==> src/rtl/bus_endpoint.sv <==
// bus_endpoint: device-side TX/RX FIFO pair for the shared packet bus.
// Define ENDPOINT_FILTER_EN to enable RX destination filtering and the drop counter.

module bus_endpoint_fifo #(
    parameter int W     = 24,
    parameter int DEPTH = 16
) (
    input  logic                       clk,
    input  logic                       reset,
    input  logic                       i_wr,
    input  logic [W-1:0]               i_wdata,
    input  logic                       i_rd,
    output logic [W-1:0]               o_rdata,
    output logic [$clog2(DEPTH):0]     o_count,
    output logic                       o_ovf
);
    localparam int AW = $clog2(DEPTH);
    localparam int CW = AW + 1;
    localparam logic [CW-1:0] FULL_CNT = CW'(DEPTH);

    logic [W-1:0]  r_mem [DEPTH];
    logic [AW-1:0] r_wr_ptr;
    logic [AW-1:0] r_rd_ptr;
    logic [CW-1:0] r_count;
    logic          w_full;
    logic          w_rd;
    logic          w_wr;

    assign w_full  = (r_count == FULL_CNT);
    assign w_rd    = i_rd && (r_count != '0);
    // A full FIFO still takes a write when the head retires in the same cycle.
    assign w_wr    = i_wr && (!w_full || w_rd);
    assign o_ovf   = i_wr && !w_wr;
    assign o_rdata = r_mem[r_rd_ptr];
    assign o_count = r_count;

    always_ff @(posedge clk) begin
        if (reset) begin
            r_wr_ptr <= '0;
            r_rd_ptr <= '0;
            r_count  <= '0;
        end else begin
            if (w_wr) r_wr_ptr <= r_wr_ptr + AW'(1);
            if (w_rd) r_rd_ptr <= r_rd_ptr + AW'(1);
            case ({w_wr, w_rd})
                2'b10:   r_count <= r_count + CW'(1);
                2'b01:   r_count <= r_count - CW'(1);
                default: r_count <= r_count;
            endcase
        end
    end

    always_ff @(posedge clk) begin
        if (w_wr && !reset) r_mem[r_wr_ptr] <= i_wdata;
    end
endmodule

module bus_endpoint #(
    parameter int         pckg_sz   = 24,
    parameter int         fifo_dpth = 16,
    parameter logic [7:0] id        = 8'd0,
    parameter logic [7:0] broadcast = 8'b0000_0011
) (
    input  logic               clk,
    input  logic               reset,
    output logic               pndng,
    output logic [pckg_sz-1:0] D_pop,
    input  logic               pop,
    input  logic               push,
    input  logic [pckg_sz-1:0] D_push,
    input  logic               tx_wr,
    input  logic [pckg_sz-1:0] tx_data,
    output logic               tx_full,
    input  logic               rx_rd,
    output logic [pckg_sz-1:0] rx_data,
    output logic               rx_vld,
    output logic [1:0]         ovf,
    output logic [7:0]         drop_cnt
);
    localparam int CW = $clog2(fifo_dpth) + 1;
    localparam logic [CW-1:0] FULL_CNT = CW'(fifo_dpth);

    typedef enum logic [1:0] {
        ST_IDLE   = 2'd0,
        ST_ACTIVE = 2'd1,
        ST_FAULT  = 2'd2
    } state_t;

    state_t        r_state;
    state_t        w_state_nxt;
    logic          w_en;
    logic [1:0]    r_ovf;
    logic          w_match;
    logic          w_tx_ovf;
    logic          w_rx_ovf;
    logic [CW-1:0] w_tx_count;
    logic [CW-1:0] w_rx_count;

    always_ff @(posedge clk) begin
        if (reset) r_state <= ST_IDLE;
        else       r_state <= w_state_nxt;
    end

    always_comb begin
        w_state_nxt = r_state;
        w_en        = 1'b0;
        case (r_state)
            ST_IDLE:   w_state_nxt = ST_ACTIVE;
            ST_ACTIVE: begin
                w_en = 1'b1;
                if (r_ovf != '0) w_state_nxt = ST_FAULT;
            end
            ST_FAULT:  w_en = 1'b1;
            default:   w_state_nxt = ST_IDLE;
        endcase
    end

`ifdef ENDPOINT_FILTER_EN
    logic [7:0] w_dst;
    logic [7:0] r_drop_cnt;

    assign w_dst   = D_push[pckg_sz-1 -: 8];
    assign w_match = (w_dst == id) || (w_dst == broadcast);

    always_ff @(posedge clk) begin
        if (reset)
            r_drop_cnt <= '0;
        else if (w_en && push && !w_match && (r_drop_cnt != '1))
            r_drop_cnt <= r_drop_cnt + 8'd1;
    end

    assign drop_cnt = r_drop_cnt;
`else
    assign w_match  = 1'b1;
    assign drop_cnt = '0;
`endif

    bus_endpoint_fifo #(
        .W     (pckg_sz),
        .DEPTH (fifo_dpth)
    ) u_tx_fifo (
        .clk     (clk),
        .reset   (reset),
        .i_wr    (tx_wr && w_en),
        .i_wdata (tx_data),
        .i_rd    (pop),
        .o_rdata (D_pop),
        .o_count (w_tx_count),
        .o_ovf   (w_tx_ovf)
    );

    bus_endpoint_fifo #(
        .W     (pckg_sz),
        .DEPTH (fifo_dpth)
    ) u_rx_fifo (
        .clk     (clk),
        .reset   (reset),
        .i_wr    (push && w_en && w_match),
        .i_wdata (D_push),
        .i_rd    (rx_rd),
        .o_rdata (rx_data),
        .o_count (w_rx_count),
        .o_ovf   (w_rx_ovf)
    );

    always_ff @(posedge clk) begin
        if (reset) begin
            r_ovf <= '0;
        end else begin
            if (w_tx_ovf) r_ovf[0] <= 1'b1;
            if (w_rx_ovf) r_ovf[1] <= 1'b1;
        end
    end

    assign ovf     = r_ovf;
    assign pndng   = (w_tx_count != '0);
    assign tx_full = (w_tx_count == FULL_CNT);
    assign rx_vld  = (w_rx_count != '0);
endmodule

==> config.mk <==
export PLATFORM = sky130hd
export DESIGN_NAME = bus_endpoint
export DESIGN_NICKNAME = d
export VERILOG_FILES = /design/src/rtl/bus_endpoint.sv
export SDC_FILE = /design/constraint.sdc
export NUM_CORES = 1
export LEC_CHECK = 0
export BUFFER_PORTS_ARGS = -buffer_cell sky130_fd_sc_hd__buf_2
export CORE_MARGIN = 2
export CORE_UTILIZATION = 55
export DETAILED_ROUTE_END_ITERATION = 6
export PLACE_DENSITY = 0.84
export RECOVER_POWER = 50
export SETUP_SLACK_MARGIN = 0.5
export SLEW_MARGIN = 20
export SYNTH_ARGS = -nofsm -noshare
export SYNTH_HDL_FRONTEND = slang
export SYNTH_SLANG_ARGS = --single-unit
==> constraint.sdc <==
create_clock -name clk -period 2.84 [get_ports clk]
set_input_delay 0.142 -clock clk [delete_from_list [all_inputs] [get_ports clk]]
set_output_delay 0.142 -clock clk [all_outputs]
set_load 0.02 [all_outputs]
==> results by group <==
Power
  • Reg power frac: 42.7%
  • Switching share of power: 28.00%
  • Power density over the cells: 847.4 nW/um^2
  • Clock power frac: 32.3%
  • Switching pwr: 8895 uW
  • Leak: 0.01202 uW
  • Pwr Total: 31760 uW
  • Combinational Power Share: 25.0%
  • Worst VDD drop: 0.5671 mV
  • P_int: 22870 uW

STA
  • Fin crit share: 93.44%
  • Minimum clock period: 2654 ps
  • RSZ-0062 raised after global routing: true
  • Setup TNS: 0 ps
  • Worst relative slew slack: 45.23%
  • Final setup vio count: 0
  • Max Slew Vio Count: 0
  • Hold Vio Cnt, Final: 0
  • Layout Skew: 45.75 ps
  • Max Fclk: 0.3768 GHz
  • Smallest setup slack after layout: 186.4 ps
  • Worst-margin pin slew: 821.6 ps

Logic synthesis
  • Largest family of logic cells by synthesized area: multiplexers
  • Xor and xnor fraction of the mapped netlist area: 0.3677%
  • Compound-Gate Fraction of Synth Area: 3.394%
  • Multiplexer share of the synthesized area: 14.26%
  • Synth warn: 0
  • Post-Syn Instances: 1452
  • Sequential fraction of the synthesis area: 76.93%
  • Synth Area per Inst: 21.33 sq um
  • Seq cells post-synth: 806
  • Synth async-reset ratio: 0%
  • Cell variety after synth: 58
  • Post-synth EDFFs: 768
  • Simple-gate share of the synthesized area: 2.667%
  • Netlist Area Pre-Place: 30970 sq um
  • Primary FF master, synth: edfxtp_1
  • Synth Area in Adders: 0.8728%

Floorplanning
  • Core region area: 55420 sq um
  • Row Count: 86
  • IO Pins: 115
  • Die X: 241.3 um
  • Initial core utilization: 55.88%
  • Die H: 241.3 um
  • Die area: 58220 sq um

Global routing
  • Tot GR Track Use: 27.72%
  • Largest net degree at the start of global routing: 59
  • Initial antenna violation count: 3
  • GRT overflow: 0
  • Vias in the first global route: 17350
  • First-pass GRT wire length: 114700 um

Clock tree
  • CTS tree: yes
  • Max Buffers Root-to-Sink: 3
  • Num CTS Buffers: 78
  • H-Tree Depth: 3
  • Skew-Pair Late Insertion Delay: 620 ps
  • Clk sinks: 806
  • Clock transition at the registers of the reported paths: 60 ps
  • CTS root buf: clkbuf_16

Routing
  • Final ANT Viol Nets: 0
  • Vias: 16990
  • Total wire length: 82840 um
  • Post-DR vias/cell: 6.628
  • Per-cell routed wire length: 32.31 um
  • DRC viols: 0
  • Iteration-0 DRC Markers: 2263
  • TritonRoute pass-1 iters: 5

Place
  • GPL Wtd Cong: 0.7973
  • Final HPWL DP: 36750 um
  • Pre-CTS WS: 217.1 ps
  • Port Buffer Count: 106

Worst hold path
  • Hold Path Class: in2reg

Worst setup path
  • Worst EP arrival: 2860 ps
  • Data required, critical path: 3050 ps
  • CP Launch Type: register
  • CP Max Fanout: 24
  • WS Path Type: reg2reg
  • CP Capture Type: register

Status
  • Status: completed

Final layout
  • Final nets: 1826
  • Layout cells sized above 1: 33.83%
  • Fillers: 3186
  • Area Overhead vs Synth: 21.05%

Run
  • Max-Cap Viols: 0
## placed cells by master, fill, tap and decap left out, types with 9 or more instances in the layout
| cell | n |
|---|---|
| a22oi_1 | 39 |
| a22oi_2 | 57 |
| and3_1 | 13 |
| buf_12 | 23 |
| buf_16 | 20 |
| buf_2 | 34 |
| buf_4 | 78 |
| buf_6 | 26 |
| clkbuf_1 | 72 |
| clkbuf_16 | 84 |
| clkinv_1 | 18 |
| clkinv_2 | 11 |
| dfxtp_1 | 30 |
| dlygate4sd3_1 | 51 |
| edfxtp_1 | 768 |
| ha_1 | 15 |
| inv_1 | 12 |
| mux4_2 | 192 |
| nand2_1 | 48 |
| nand2_2 | 12 |
| nor2_1 | 25 |
| nor2_2 | 19 |
| nor3_1 | 9 |
## path summary, 6_finish.rpt
path | start | endpoint | slack (ps) | cells past startpoint
worst max-delay path | r_state[1]$_SDFFE_PP0P_ | u_rx_fifo.r_mem[0][6]$_DFFE_PP_ | 190 | 7
worst max register to register | r_state[1]$_SDFFE_PP0P_ | u_rx_fifo.r_mem[0][6]$_DFFE_PP_ | 190 | 7
worst min-delay path | pop | u_tx_fifo.r_rd_ptr[2]$_SDFFE_PP0P_ | 60 | 4
worst min register to register | u_tx_fifo.o_count[3]$_SDFFE_PP0P_ | u_tx_fifo.o_count[3]$_SDFFE_PP0P_ | 550 | 2
## registers in the layout, indices dropped and copies added (netlist names), named ones only
signal / cells
ovf: 2
r_state: 2
u_rx_fifo.o_count: 5
u_rx_fifo.r_mem: 384
u_rx_fifo.r_rd_ptr: 4
u_rx_fifo.r_wr_ptr: 4
u_tx_fifo.o_count: 5
u_tx_fifo.r_mem: 384
u_tx_fifo.r_rd_ptr: 4
u_tx_fifo.r_wr_ptr: 4
## per-layer routing
metal	routed length [um]	part of all wire, %	track usage, %	vias to the layer above
met3	7177	8.7	4.991	250
met1	28700	35	35.46	8738
li1	-	-	-	6647
met2	43140	52	47.38	1358
met5	0	0	0	-
met4	3821	4.6	11.43	0
## power by group through the flow
stage / sequential, uW / clock (uW) / combinational [uW]
2_1_floorplan: 13700 / 0 / 4240
3_3_place_gp: 13800 / 0 / 5360
3_5_place_dp: 13800 / 0 / 5580
4_1_cts: 13500 / 10200 / 7080
5_1_grt: 13600 / 10700 / 8340
6_report: 13600 / 10300 / 7950
## kinds of logic after synthesis
group | Yosys count
AO/OA/AOI/OAI | 142
flip-flops | 806
XOR/XNOR | 13
adder cells (fa/ha/maj) | 21
multiplexers | 201
other | 1
AND/OR/NAND/NOR | 169
buffers and inverters | 99
## cells in the mapped netlist (all sizes together), types with 2 or more instances
cell type / number / area, sq um
a211oi: 4 / 30.03
a21o: 3 / 22.52
a21oi: 9 / 45.04
a22oi: 96 / 720.7
and2: 4 / 25.02
and3: 13 / 81.33
and3b: 2 / 17.52
buf: 39 / 236.5
clkbuf: 44 / 165.2
dfxtp: 38 / 760.7
edfxtp: 768 / 23060
ha: 20 / 250.2
inv: 16 / 60.06
mux2: 2 / 22.52
mux2i: 7 / 70.07
mux4: 192 / 4324
nand2: 60 / 225.2
nand2b: 4 / 25.02
nand3: 7 / 35.03
nand3b: 3 / 22.52
nand4: 3 / 25.02
nand4b: 2 / 17.52
nor2: 44 / 165.2
nor2b: 9 / 56.30
nor3: 9 / 45.04
nor4: 2 / 27.53
o2111ai: 2 / 17.52
o211ai: 3 / 22.52
o21a: 7 / 52.55
o21ai: 7 / 42.54
or3: 2 / 12.51
or4: 2 / 18.77
xnor2: 5 / 43.79
xor2: 8 / 70.07
## what timing repair did
action | CTS | global route
endpoints found under the setup margin | 196 | 407
hold buffers | 51 | 0
pin swaps | 30 | 48
cloned | 15 | 7
endpoints found under the hold margin | 781 | 0
gates resized for setup | 77 | 111
setup buffers | 28 | 23
## worst max-delay path: stages (launching register included)
cell and delay [ps]:
dfxtp_1 370, inv_1 80, ha_1 380, nand2_1 100, o21ba_4 250, buf_4 230
and3_1 190, buf_2 650
## stage by stage
stage | util (%) | hold WS [ps] | instance area (sq um) | cells
after floorplan | - | 240.9 | 31090 | 1459
after global placement | 59.29 | 480.7 | 32860 | 2295
after detailed placement | 59.29 | 489.9 | 32860 | 2295
after CTS | 66.45 | 0.2894 | 36820 | 2530
after global routing | 67.63 | 53.91 | 37480 | 2562
final | 67.64 | 56.79 | 37480 | 2564
## layout make-up
cell class / instances / area, sq um / share of cell area (%)
Antenna cell: 4 / 10.01 / 0.02670
Clock buffer: 95 / 2016 / 5.377
Clock inverter: 46 / 440.4 / 1.175
Inverter: 16 / 70.07 / 0.1869
Multi-Input combinational cell: 554 / 7208 / 19.23
Sequential cell: 806 / 23850 / 63.62
Tap cell: 748 / 935.9 / 2.497
Timing Repair Buffer: 295 / 2957 / 7.887
Power figures use the tool's default switching activity.
